$ cat config.mk
export PLATFORM = sky130hd
export DESIGN_NAME = mem_arbiter
export DESIGN_NICKNAME = d
export VERILOG_FILES = /design/src/rtl/mem_arb_pkg.sv /design/src/rtl/rr_pick2.sv /design/src/rtl/mem_arbiter.sv
export SDC_FILE = /design/constraint.sdc
export NUM_CORES = 1
export LEC_CHECK = 0
export CAP_MARGIN = 20
export CORE_ASPECT_RATIO = 0.6
export CORE_UTILIZATION = 34
export DETAILED_ROUTE_END_ITERATION = 12
export HOLD_SLACK_MARGIN = 0.08
export PLACE_DENSITY_LB_ADDON = 0.08
export SETUP_SLACK_MARGIN = 0.1
export SLEW_MARGIN = 20
export SYNTH_ARGS = -nofsm -noshare
export SYNTH_HDL_FRONTEND = slang
export SYNTH_SLANG_ARGS = --single-unit
export TNS_END_PERCENT = 30
$ cat constraint.sdc
create_clock -name clk -period 1.7 [get_ports clk]
set_input_delay 0.34 -clock clk [delete_from_list [all_inputs] [get_ports clk]]
set_output_delay 0.34 -clock clk [all_outputs]
set_load 0.05 [all_outputs]
$ cat src/rtl/mem_arb_pkg.sv
// Shared types and defaults for the two-port memory arbiter.
package mem_arb_pkg;
  localparam int ADDR_W_DEF = 6;
  localparam int DATA_W_DEF = 8;

  typedef enum logic [1:0] {ST_IDLE, ST_ACCESS, ST_CLEAR} state_e;
  typedef enum logic {OWN0 = 1'b0, OWN1 = 1'b1} owner_e;
endpackage

$ cat src/rtl/rr_pick2.sv
// Two-way round-robin pick: a lone requester wins, a tie goes to the one not served last.
module rr_pick2 (
  input  logic req0,
  input  logic req1,
  input  logic last_owner,
  output logic winner,
  output logic any
);
  assign any    = req0 | req1;
  assign winner = (req0 & req1) ? ~last_owner : req1;
endmodule

$ cat src/rtl/mem_arbiter.sv
// Arbitrates two requesters onto one external synchronous-read memory, with a full-memory clear.
module mem_arbiter
  import mem_arb_pkg::*;
#(
  parameter int ADDR_W = ADDR_W_DEF,
  parameter int DATA_W = DATA_W_DEF
) (
  input  logic              clk,
  input  logic              reset,
  input  logic              req0,
  input  logic              req1,
  input  logic              wr0,
  input  logic              wr1,
  input  logic [ADDR_W-1:0] addr0,
  input  logic [ADDR_W-1:0] addr1,
  input  logic [DATA_W-1:0] wdata0,
  input  logic [DATA_W-1:0] wdata1,
  output logic              gnt0,
  output logic              gnt1,
  output logic              rvalid0,
  output logic              rvalid1,
  output logic [DATA_W-1:0] rdata0,
  output logic [DATA_W-1:0] rdata1,
  input  logic              clr_start,
  output logic              busy,
  output logic              clr_done,
  output logic              mem_wr,
  output logic [ADDR_W-1:0] mem_addr,
  output logic [DATA_W-1:0] mem_din,
  input  logic [DATA_W-1:0] mem_dout
);
  localparam logic [ADDR_W-1:0] CNT_LAST = '1;

  state_e            state_q, state_d;
  owner_e            owner_q, last_q;
  logic [ADDR_W-1:0] cnt_q;
  logic              rd_pend_q, clr_done_q;
  logic              win, any;
  logic              own_wr;
  logic [ADDR_W-1:0] own_addr;
  logic [DATA_W-1:0] own_wdata;

  rr_pick2 u_pick (
    .req0      (req0),
    .req1      (req1),
    .last_owner(last_q == OWN1),
    .winner    (win),
    .any       (any)
  );

  assign own_wr    = (owner_q == OWN1) ? wr1    : wr0;
  assign own_addr  = (owner_q == OWN1) ? addr1  : addr0;
  assign own_wdata = (owner_q == OWN1) ? wdata1 : wdata0;

  always_ff @(posedge clk or negedge reset) begin
    if (!reset) state_q <= ST_IDLE;
    else        state_q <= state_d;
  end

  always_comb begin
    state_d = state_q;
    case (state_q)
      ST_IDLE:   if (clr_start) state_d = ST_CLEAR;
                 else if (any)  state_d = ST_ACCESS;
      ST_ACCESS: state_d = ST_IDLE;
      ST_CLEAR:  if (cnt_q == CNT_LAST) state_d = ST_IDLE;
      default:   state_d = ST_IDLE;
    endcase
  end

  // owner_q stays put through the read-return cycle so rvalid steers to the right port
  always_ff @(posedge clk or negedge reset) begin
    if (!reset) begin
      owner_q    <= OWN0;
      last_q     <= OWN1;
      cnt_q      <= '0;
      rd_pend_q  <= 1'b0;
      clr_done_q <= 1'b0;
    end else begin
      rd_pend_q  <= (state_q == ST_ACCESS) && !own_wr;
      clr_done_q <= (state_q == ST_CLEAR) && (cnt_q == CNT_LAST);
      case (state_q)
        ST_IDLE: begin
          cnt_q <= '0;
          if (!clr_start && any) owner_q <= owner_e'(win);
        end
        ST_ACCESS: last_q <= owner_q;
        ST_CLEAR:  cnt_q  <= cnt_q + 1'b1;
        default:   cnt_q  <= '0;
      endcase
    end
  end

  always_comb begin
    mem_wr   = 1'b0;
    mem_addr = '0;
    mem_din  = '0;
    gnt0     = 1'b0;
    gnt1     = 1'b0;
    case (state_q)
      ST_ACCESS: begin
        mem_wr   = own_wr;
        mem_addr = own_addr;
        mem_din  = own_wdata;
        gnt0     = (owner_q == OWN0);
        gnt1     = (owner_q == OWN1);
      end
      ST_CLEAR: begin
        mem_wr   = 1'b1;
        mem_addr = cnt_q;
      end
      default: ;
    endcase
    rvalid0  = rd_pend_q && (owner_q == OWN0);
    rvalid1  = rd_pend_q && (owner_q == OWN1);
    rdata0   = rvalid0 ? mem_dout : '0;
    rdata1   = rvalid1 ? mem_dout : '0;
    busy     = (state_q != ST_IDLE) || rd_pend_q;
    clr_done = clr_done_q;
  end
endmodule

=== Word-level counts from Yosys, hierarchy flattened ===
Index checks and enable logic that the tools add are counted.

* Register bits after elaboration: 12
* Logic and storage cells: 44

* Reductions and logical operators: 12
* Eq/ne operators: 5
* Bitwise operators: 4
* Add/subtract/negate cells: 1
* Multiplexer cells: 16

{| class="wikitable"
|+ Operators with widths
! operator !! count
|-
| $mux W8 || 4
|-
| $pmux W6 S2 || 2
|-
| $add A6 B1 Y6 const B || 1
|-
| $eq A6 B6 Y1 const B || 1
|-
| $mux W2 || 3
|-
| $mux W6 || 1
|-
| $logic_and A1 B1 Y1 || 5
|-
| $mux W1 || 4
|-
| $pmux W2 S2 || 1
|-
| $reduce_and A2 Y1 || 2
|-
| $ne A3 B3 Y1 const B || 1
|-
| $eq A2 B1 Y1 const B || 1
|-
| $eq A2 B2 Y1 const B || 1
|-
| $logic_not A1 Y1 || 2
|-
| $logic_not A2 Y1 || 1
|-
| $ne A2 B2 Y1 const B || 1
|-
| $not A1 Y1 || 2
|-
| $pmux W1 S2 || 1
|-
| $reduce_bool A2 Y1 || 1
|-
| $and A1 B1 Y1 || 1
|-
| $logic_or A1 B1 Y1 || 1
|-
| $or A1 B1 Y1 || 1
|}

=== Depth between registers and ports, before layout ===
Gate-level depths: netlist of run 1.

* Depth after elaboration: 4
* Depth in mapped cells: 6
* Mapped depth without buffers: 5

=== Hierarchy ===
A second synthesis of run 1 with hierarchy kept.

* Cell total of the unflattened synthesis: 129
* Area, all modules: 1061.0 um^2

{| class="wikitable"
|+ Modules (own cells, without submodules)
! module !! cells each !! area each (um^2) !! times used
|-
| mem_arbiter || 127 || 1047.3 || 1
|-
| rr_pick2 || 2 || 13.8 || 1
|}

=== Worst setup path before layout of run 1 ===
Ideal clock, no wire load.

* Kind: register to output
* From: register state_q[1]
* To: output port mem_addr[2]
* Arrival: 1.738 ns
* Setup slack: -0.378 ns
* Data required time: 1.360 ns
* Cell stages (with the launch flop): 6
* Path buffers: 1
* Cell sequence: dfrtp_1 > inv_1 > ha_1 > clkbuf_1 > a22oi_1 > nor2b_1

* Longest elaborated chain between the ends: 2
* Elaborated cells between the ends (all ways): 3
* Those cells by class: 2 x eq/ne; 1 x mux

{| class="wikitable"
|+ RTL lines
! element !! line !! RTL
|-
| start, declared || mem_arbiter.sv:34 || <nowiki>state_e state_q, state_d;</nowiki>
|-
| start signal, assigned || mem_arbiter.sv:57 || <nowiki>else state_q <= state_d;</nowiki>
|-
| $eq A2 B2 Y1 or $eq A2 B1 Y1 (tied branches) || mem_arbiter.sv:100 || <nowiki>case (state_q)</nowiki>
|-
| $pmux W6 S2 * || mem_arbiter.sv:100 ||
|-
| end, declared || mem_arbiter.sv:28 || <nowiki>output logic [ADDR_W-1:0] mem_addr,</nowiki>
|}

Every way passes the cells marked *; elsewhere a longest branch is shown, timed or not.

=== Final worst setup path of run 1 ===
* From: register owner_q
* To: output port mem_addr[1]

* Longest elaborated chain between the ends: 2

{| class="wikitable"
|+ RTL lines
! element !! line !! RTL
|-
| start, declared || mem_arbiter.sv:35 || <nowiki>owner_e owner_q, last_q;</nowiki>
|-
| start signal, assigned || mem_arbiter.sv:85 || <nowiki>if (!clr_start && any) owner_q <= owner_e'(win);</nowiki>
|-
| $mux W6 || mem_arbiter.sv:52 || <nowiki>assign own_addr = (owner_q == OWN1) ? addr1 : addr0;</nowiki>
|-
| $pmux W6 S2 || mem_arbiter.sv:100 ||
|}

No other way between the ends.

==> results.toml, run 1 <==
[outcome]
outcome = "finished, violations left"
violations = "negative setup slack"

[finish]
drive_gt1_share_pct = 52.5
final_net_count = 272
n_antenna_cell = 0
area_growth_pct = 163

[clock_tree]
cts_root_buf = "clkbuf_8"
htreeDepth = 1
holdBufCountCts = 0
cts_max_path_buffers = 2
cts_buffers = 3
clkTransAtPathRegs_ns = 0.06
worst_skew_pair.late_latency_ns = 0.25
cts_tree = "yes"
cts_sinks = 12

[logic_synthesis]
synthTopCellsByArea = "dfrtp_1, mux2i_1, and2_1, ha_1, nor2_1"
synth_top_area_share_pct = 26.1
synth_ff_type = "dfrtp_1"
synthesis.area_sq_um = 1060
yosysWarnings = 0
synthCells = 130
ys_seq_area_share_pct = 28.6
synth_fp_nets = 178
ys_seq_elements = 12
avgSynthCellArea_sq_um = 8.12
synth_edf_count = 0
synth_cell_type_count = 29
synth_top_area_cell = "dfrtp_1"
async_flop_share_pct = 100

[setup_path]
cp.arrival_ns = 1.65
critPathCaptureType = "output port"
r2r-start = "state_q[1]"
worstPathRequired_ns = 1.36
worstPathMaxFanout = 3
worstRegToRegCells = 6
r2r-end = "cnt_q[5]"
worstSetupStartpointType = "flop"
critPathLaunch = "owner_q"
endpoint = "mem_addr[1]"
critPathKind = "flop to output port"
ff2ff_setup_slack_ns = -0.03

[detailed_routing]
postRouteAntennaNets = 0
wire_per_inst_um = 29.5
dr_total_vias = 1700
dr.pass1.iters = 5
vias_per_cell = 6.42
drt_wl_total_um = 7820
drc_errors = 0
drt_iter0_markers = 137

[sta]
period_needed_ns = 1.99
fin_crit_sh_pct = 117
worstMarginPinSlew_ns = 0.621
finalSetupViolations = 37
setup-tns-final_ns = -5.81
rsz0062_at_grt = "yes"
clock_skew_ns = 0.00170
hold_violations = 0
hold_slack_ns = 0.480
slew-limit-headroom_pct = 58.5
fin_ws_ns = -0.292
finalMaxSlewViolations = 0
fmaxAchievable_mhz = 502

[hold_path]
hold_path_class = "input port to asynchronous set/reset pin"

[power]
p_leak_nw = 1.15
p_per_area_nw_per_um2 = 279
ir_worst_vdd_mv = 0.632
power.total_mw = 0.777

[grt]
first_global_vias = 1524
antenna_found_initial = 0
overflow = 0
grt_max_degree = 14
grt_pass1_wl_um = 9500
grt_usage_pct = 41.8

[placed_design]
io_buffers = 79
dp_hpwl_um = 3510
globalplace.congestion = 0.775

[die]
pin_count = 80
coreArea_sq_um = 2910
die_h_um = 45.2
dieWidth_um = 74.0
rows = 15
initial_core_util_pct = 36.3
dieArea_sq_um = 3340

[run]
drv_cap = 0
cell families after synthesis:
group | Yosys count | share of synthesized area (%)
AO/OA/AOI/OAI | 21 | 12.3
XOR/XNOR | 1 | 0.830
adder cells (fa/ha/maj) | 5 | 5.92
AND/OR/NAND/NOR | 63 | 31.8
buffers and inverters | 12 | 4.98
multiplexers | 16 | 15.6
flip-flops | 12 | 28.6
report_power, final:
group | internal, mW | total, mW | switching, mW
combinational | 0.104 | 0.165 | 0.0606
sequential | 0.286 | 0.286 | 0
clock | 0.205 | 0.326 | 0.121
total | 0.595 | 0.777 | 0.182
how the worst min path moves through the flow:
| stage | startpoint | end | slack [ns] |
|---|---|---|---|
| finish | reset | rd_pend_q | 0.48 |
| floorplan | reset | clr_done | 0.04 |
| global placement | last_q | last_q | 0.52 |
| global route | reset | rd_pend_q | 0.52 |
| detailed placement | last_q | last_q | 0.52 |
| CTS | reset | clr_done | 0.47 |
registers in the layout, indices dropped and copies added (netlist names):
name       cells
cnt_q          6
state_q        2
clr_done       1
last_q         1
owner_q        1
rd_pend_q      1
synthesized netlist by cell type, drive strengths merged (3+ instances only):
master  instances
inv             4
nand2           9
nand2b          3
nor2           16
a21oi           3
dfrtp          11
and3            8
nor2b           6
o21ai           9
nand3           3
mux2            4
clkbuf          6
mux2i          12
ha              5
and2           14
worst max-delay path: stages (launching register included):
cell and delay [ns]:
dfrtp_1 0.41, buf_6 0.15, buf_12 0.11, mux2i_1 0.26, o21ai_1 0.13, and2_1 0.19, buf_6 0.15
what timing repair did:
action	CTS	global route
buffers inserted	8	0
gates resized for setup	71	12
pin swaps	22	10
gates cloned	2	0
endpoints found under the setup margin	37	39
per-stage QoR:
stage / instances / area, sq um / util, % / worst slack (ns)
2_1_floorplan: 130 / 1170 / - / 0.0250
3_3_place_gp: 251 / 2310 / 79.5 / -0.118
3_5_place_dp: 251 / 2310 / 79.5 / -0.164
4_1_cts: 265 / 2740 / 94.1 / -0.107
5_1_grt: 265 / 2780 / 95.6 / -0.306
6_report: 265 / 2780 / 95.6 / -0.292
final cells by class:
cell class                      count  area [sq um]
Fill cell                          55           128
Tap cell                           42          52.6
Clock buffer                        4          55.1
Timing Repair Buffer               97          1330
Multi-Input combinational cell    106          1020
Sequential cell                    12           304
Inverter                            4          22.5
metal layers:
layer / vias up / part of all wire [%] / global-route usage [%] / routed length (um)
met5: - / 0 / 0 / 0
met4: 0 / 9.0 / 23.5 / 704
met3: 70 / 13 / 14.3 / 994
met2: 205 / 45 / 70.5 / 3520
met1: 790 / 33 / 47.3 / 2600
li1: 635 / - / - / -
layout by cell type, fill, tap and decap left out, types with 2 or more instances in the layout:
master,instances
buf_4,9
mux2_4,3
and2_4,12
clkdlybuf4s50_1,42
mux2i_4,5
nand3_1,3
o21ai_2,3
nor2_4,9
inv_4,3
o211ai_1,2
dfrtp_2,2
ha_4,4
nor2b_1,2
buf_12,33
dfrtp_1,9
o21ai_0,5
a22oi_2,2
mux2i_1,4
mux2i_2,3
nand2_1,7
buf_6,7
clkbuf_8,4
nor2_1,7
buf_8,5
nor2b_4,4
nand2b_1,3
and2_1,2
and3_1,7
a21oi_1,2
Note: power is estimated with default switching activity, not from simulation.
==> run 2: changes to the inputs <==
--- a/config.mk
+++ b/config.mk
@@ -7,7 +7,8 @@
 export LEC_CHECK = 0
 export CAP_MARGIN = 20
 export CORE_ASPECT_RATIO = 0.6
-export CORE_UTILIZATION = 34
+export CORE_UTILIZATION = 35
+export CTS_BUF_LIST = sky130_fd_sc_hd__clkbuf_2 sky130_fd_sc_hd__clkbuf_4 sky130_fd_sc_hd__clkbuf_8
 export DETAILED_ROUTE_END_ITERATION = 12
 export HOLD_SLACK_MARGIN = 0.08
 export PLACE_DENSITY_LB_ADDON = 0.08
==> run 2 against run 1 <==
Net effect:
- the run still ends with negative setup slack left
- register-to-register slack better by 0.15 ns
- clock power is 10% lower
- worst setup slack better by 0.053 ns
- critical path type unchanged
- first-iteration DRC count is 20% lower
- core utilization is 1.2 points lower
- routed wire length is 23% lower
- global-route usage is 5.6 points lower
- highest routed layer unchanged
- sequential share of layout area is 0.33 points higher
- maximum frequency is 2.7% higher
- largest cell class unchanged
==> results.toml, run 2 (synthesis gave the netlist of run 1 again) <==
[setup_path]
critPathCaptureType = "output port"
worstPathMaxFanout = 7
worstPathRequired_ns = 1.36
worstSetupStartpointType = "flop"
critPathKind = "flop to output port"
worstRegToRegCells = 4
r2r-start = "cnt_q[0]"
ff2ff_setup_slack_ns = 0.12
r2r-end = "state_q[0]"
cp.arrival_ns = 1.60

[finish]
mostFrequentLayoutCell = "clkdlybuf4s50_1"
reg.largest.list = "cnt_q x6, state_q x2"
layout_common_cells = "clkdlybuf4s50_1, buf_12, buf_4"
fin_util_pct = 94.4
final_net_count = 274
stdcell_area_sq_um = 2710
largest_reg_flops = 6
area_growth_pct = 157
drive_gt1_share_pct = 54.7
n_antenna_cell = 0
top_register = "cnt_q"
finalNonFillerCells = 267

[grt]
overflow = 0
grt_pass1_wl_um = 8520
use_met1_pct = 46.6
grt_max_degree = 14
grt_usage_pct = 36.2
busiest_layer = "met2"
antenna_found_initial = 0
use_met2_pct = 61.5
first_global_vias = 1482
grt_use_met3_pct = 5.69

[clock_tree]
clkTransAtPathRegs_ns = 0.06
cts_max_path_buffers = 2
htreeDepth = 1
holdBufCountCts = 0
cts_tree = "yes"
cts_buffers = 3
cts_sinks = 12
worst_skew_pair.late_latency_ns = 0.25
cts_root_buf = "clkbuf_8"

[sta]
worstMarginPinSlew_ns = 0.581
slew-limit-headroom_pct = 61.1
rsz0062_at_grt = "yes"
clock_skew_ns = 0.00841
period_needed_ns = 1.94
fin_ws_ns = -0.239
fmaxAchievable_mhz = 516
fin_crit_sh_pct = 114
finalSetupViolations = 34
finalMaxSlewViolations = 0
hold_violations = 0

[die]
pin_count = 80
coreArea_sq_um = 2870
initial_core_util_pct = 36.8
dieWidth_um = 72.9
die_h_um = 44.5
dieArea_sq_um = 3250
rows = 15

[outcome]
outcome = "finished, violations left"
violations = "negative setup slack"

[detailed_routing]
dr_total_vias = 1504
drc_errors = 0
drt_wl_total_um = 6000
drt_iter0_markers = 110
dr.pass1.iters = 5
wire_per_inst_um = 22.5
postRouteAntennaNets = 0
vias_per_cell = 5.63

[power]
power.total_mw = 0.727
ir_worst_vdd_mv = 0.605
p_leak_nw = 1.13
p_per_area_nw_per_um2 = 268

[placed_design]
dp_cells = 253
post-place-ws_ns = -0.179
io_buffers = 79
globalplace.congestion = 0.815
place_area_sq_um = 2340
dp_hpwl_um = 3460

[hold_path]
hold_path_class = "input port to asynchronous set/reset pin"

[run]
drv_cap = 0
-- run 2: worst max-delay path: stages, from the launching register on --
cell,delay (ns)
dfrtp_2,0.48
buf_4,0.26
mux2i_1,0.37
nor2_4,0.08
buf_12,0.16
-- run 2: repair_timing --
item                       in CTS  in global routing
buffers inserted                7                  3
pin swaps                      12                  9
gates resized for setup        44                 26
gates cloned                    0                  0
setup endpoints to repair      37                 37
hold endpoints to repair        0                  0
-- run 2: where the power goes --
group,internal [mW],total (mW),switching (mW)
combinational,0.0982,0.148,0.0495
sequential,0.286,0.286,0
clock,0.181,0.293,0.112
total,0.566,0.727,0.161
-- run 2: layout make-up --
| class | count | area [sq um] |
|---|---|---|
| fillers | 70 | 161 |
| well taps | 42 | 52.6 |
| multi-input cells | 106 | 976 |
| repair buffers | 99 | 1300 |
| clock buffers | 4 | 48.8 |
| inverters | 4 | 25.0 |
| flip-flops and latches | 12 | 305 |
-- run 2: how the worst max path moves through the flow --
| stage | startpoint | endpoint | slack, ns | cells past startpoint |
|---|---|---|---|---|
| after global placement | wr1 | mem_wr | -0.12 | 5 |
| after detailed placement | addr1[3] | mem_addr[3] | -0.18 | 5 |
| final | owner_q | mem_din[4] | -0.24 | 4 |
| after floorplan | state_q[1] | gnt0 | 0.03 | 5 |
| after global routing | rd_pend_q | rdata0[7] | -0.26 | 4 |
| after CTS | owner_q | mem_din[6] | -0.12 | 4 |
-- run 2: stage by stage --
stage / setup TNS, ns / hold WS, ns
floorplan: 0 / 0.0444
global placement: -0.403 / 0.516
detailed placement: -0.921 / 0.520
CTS: -2.24 / 0.462
global route: -5.64 / 0.510
finish: -4.33 / 0.464
-- run 2: routing by layer --
metal  up-vias  part of all wire [%]  wire length (um)
met5         -                     0                 0
met4         0                   3.6               214
li1        638                     -                 -
met2       116                    48              2890
met1       723                    41              2450
met3        27                   7.3               436
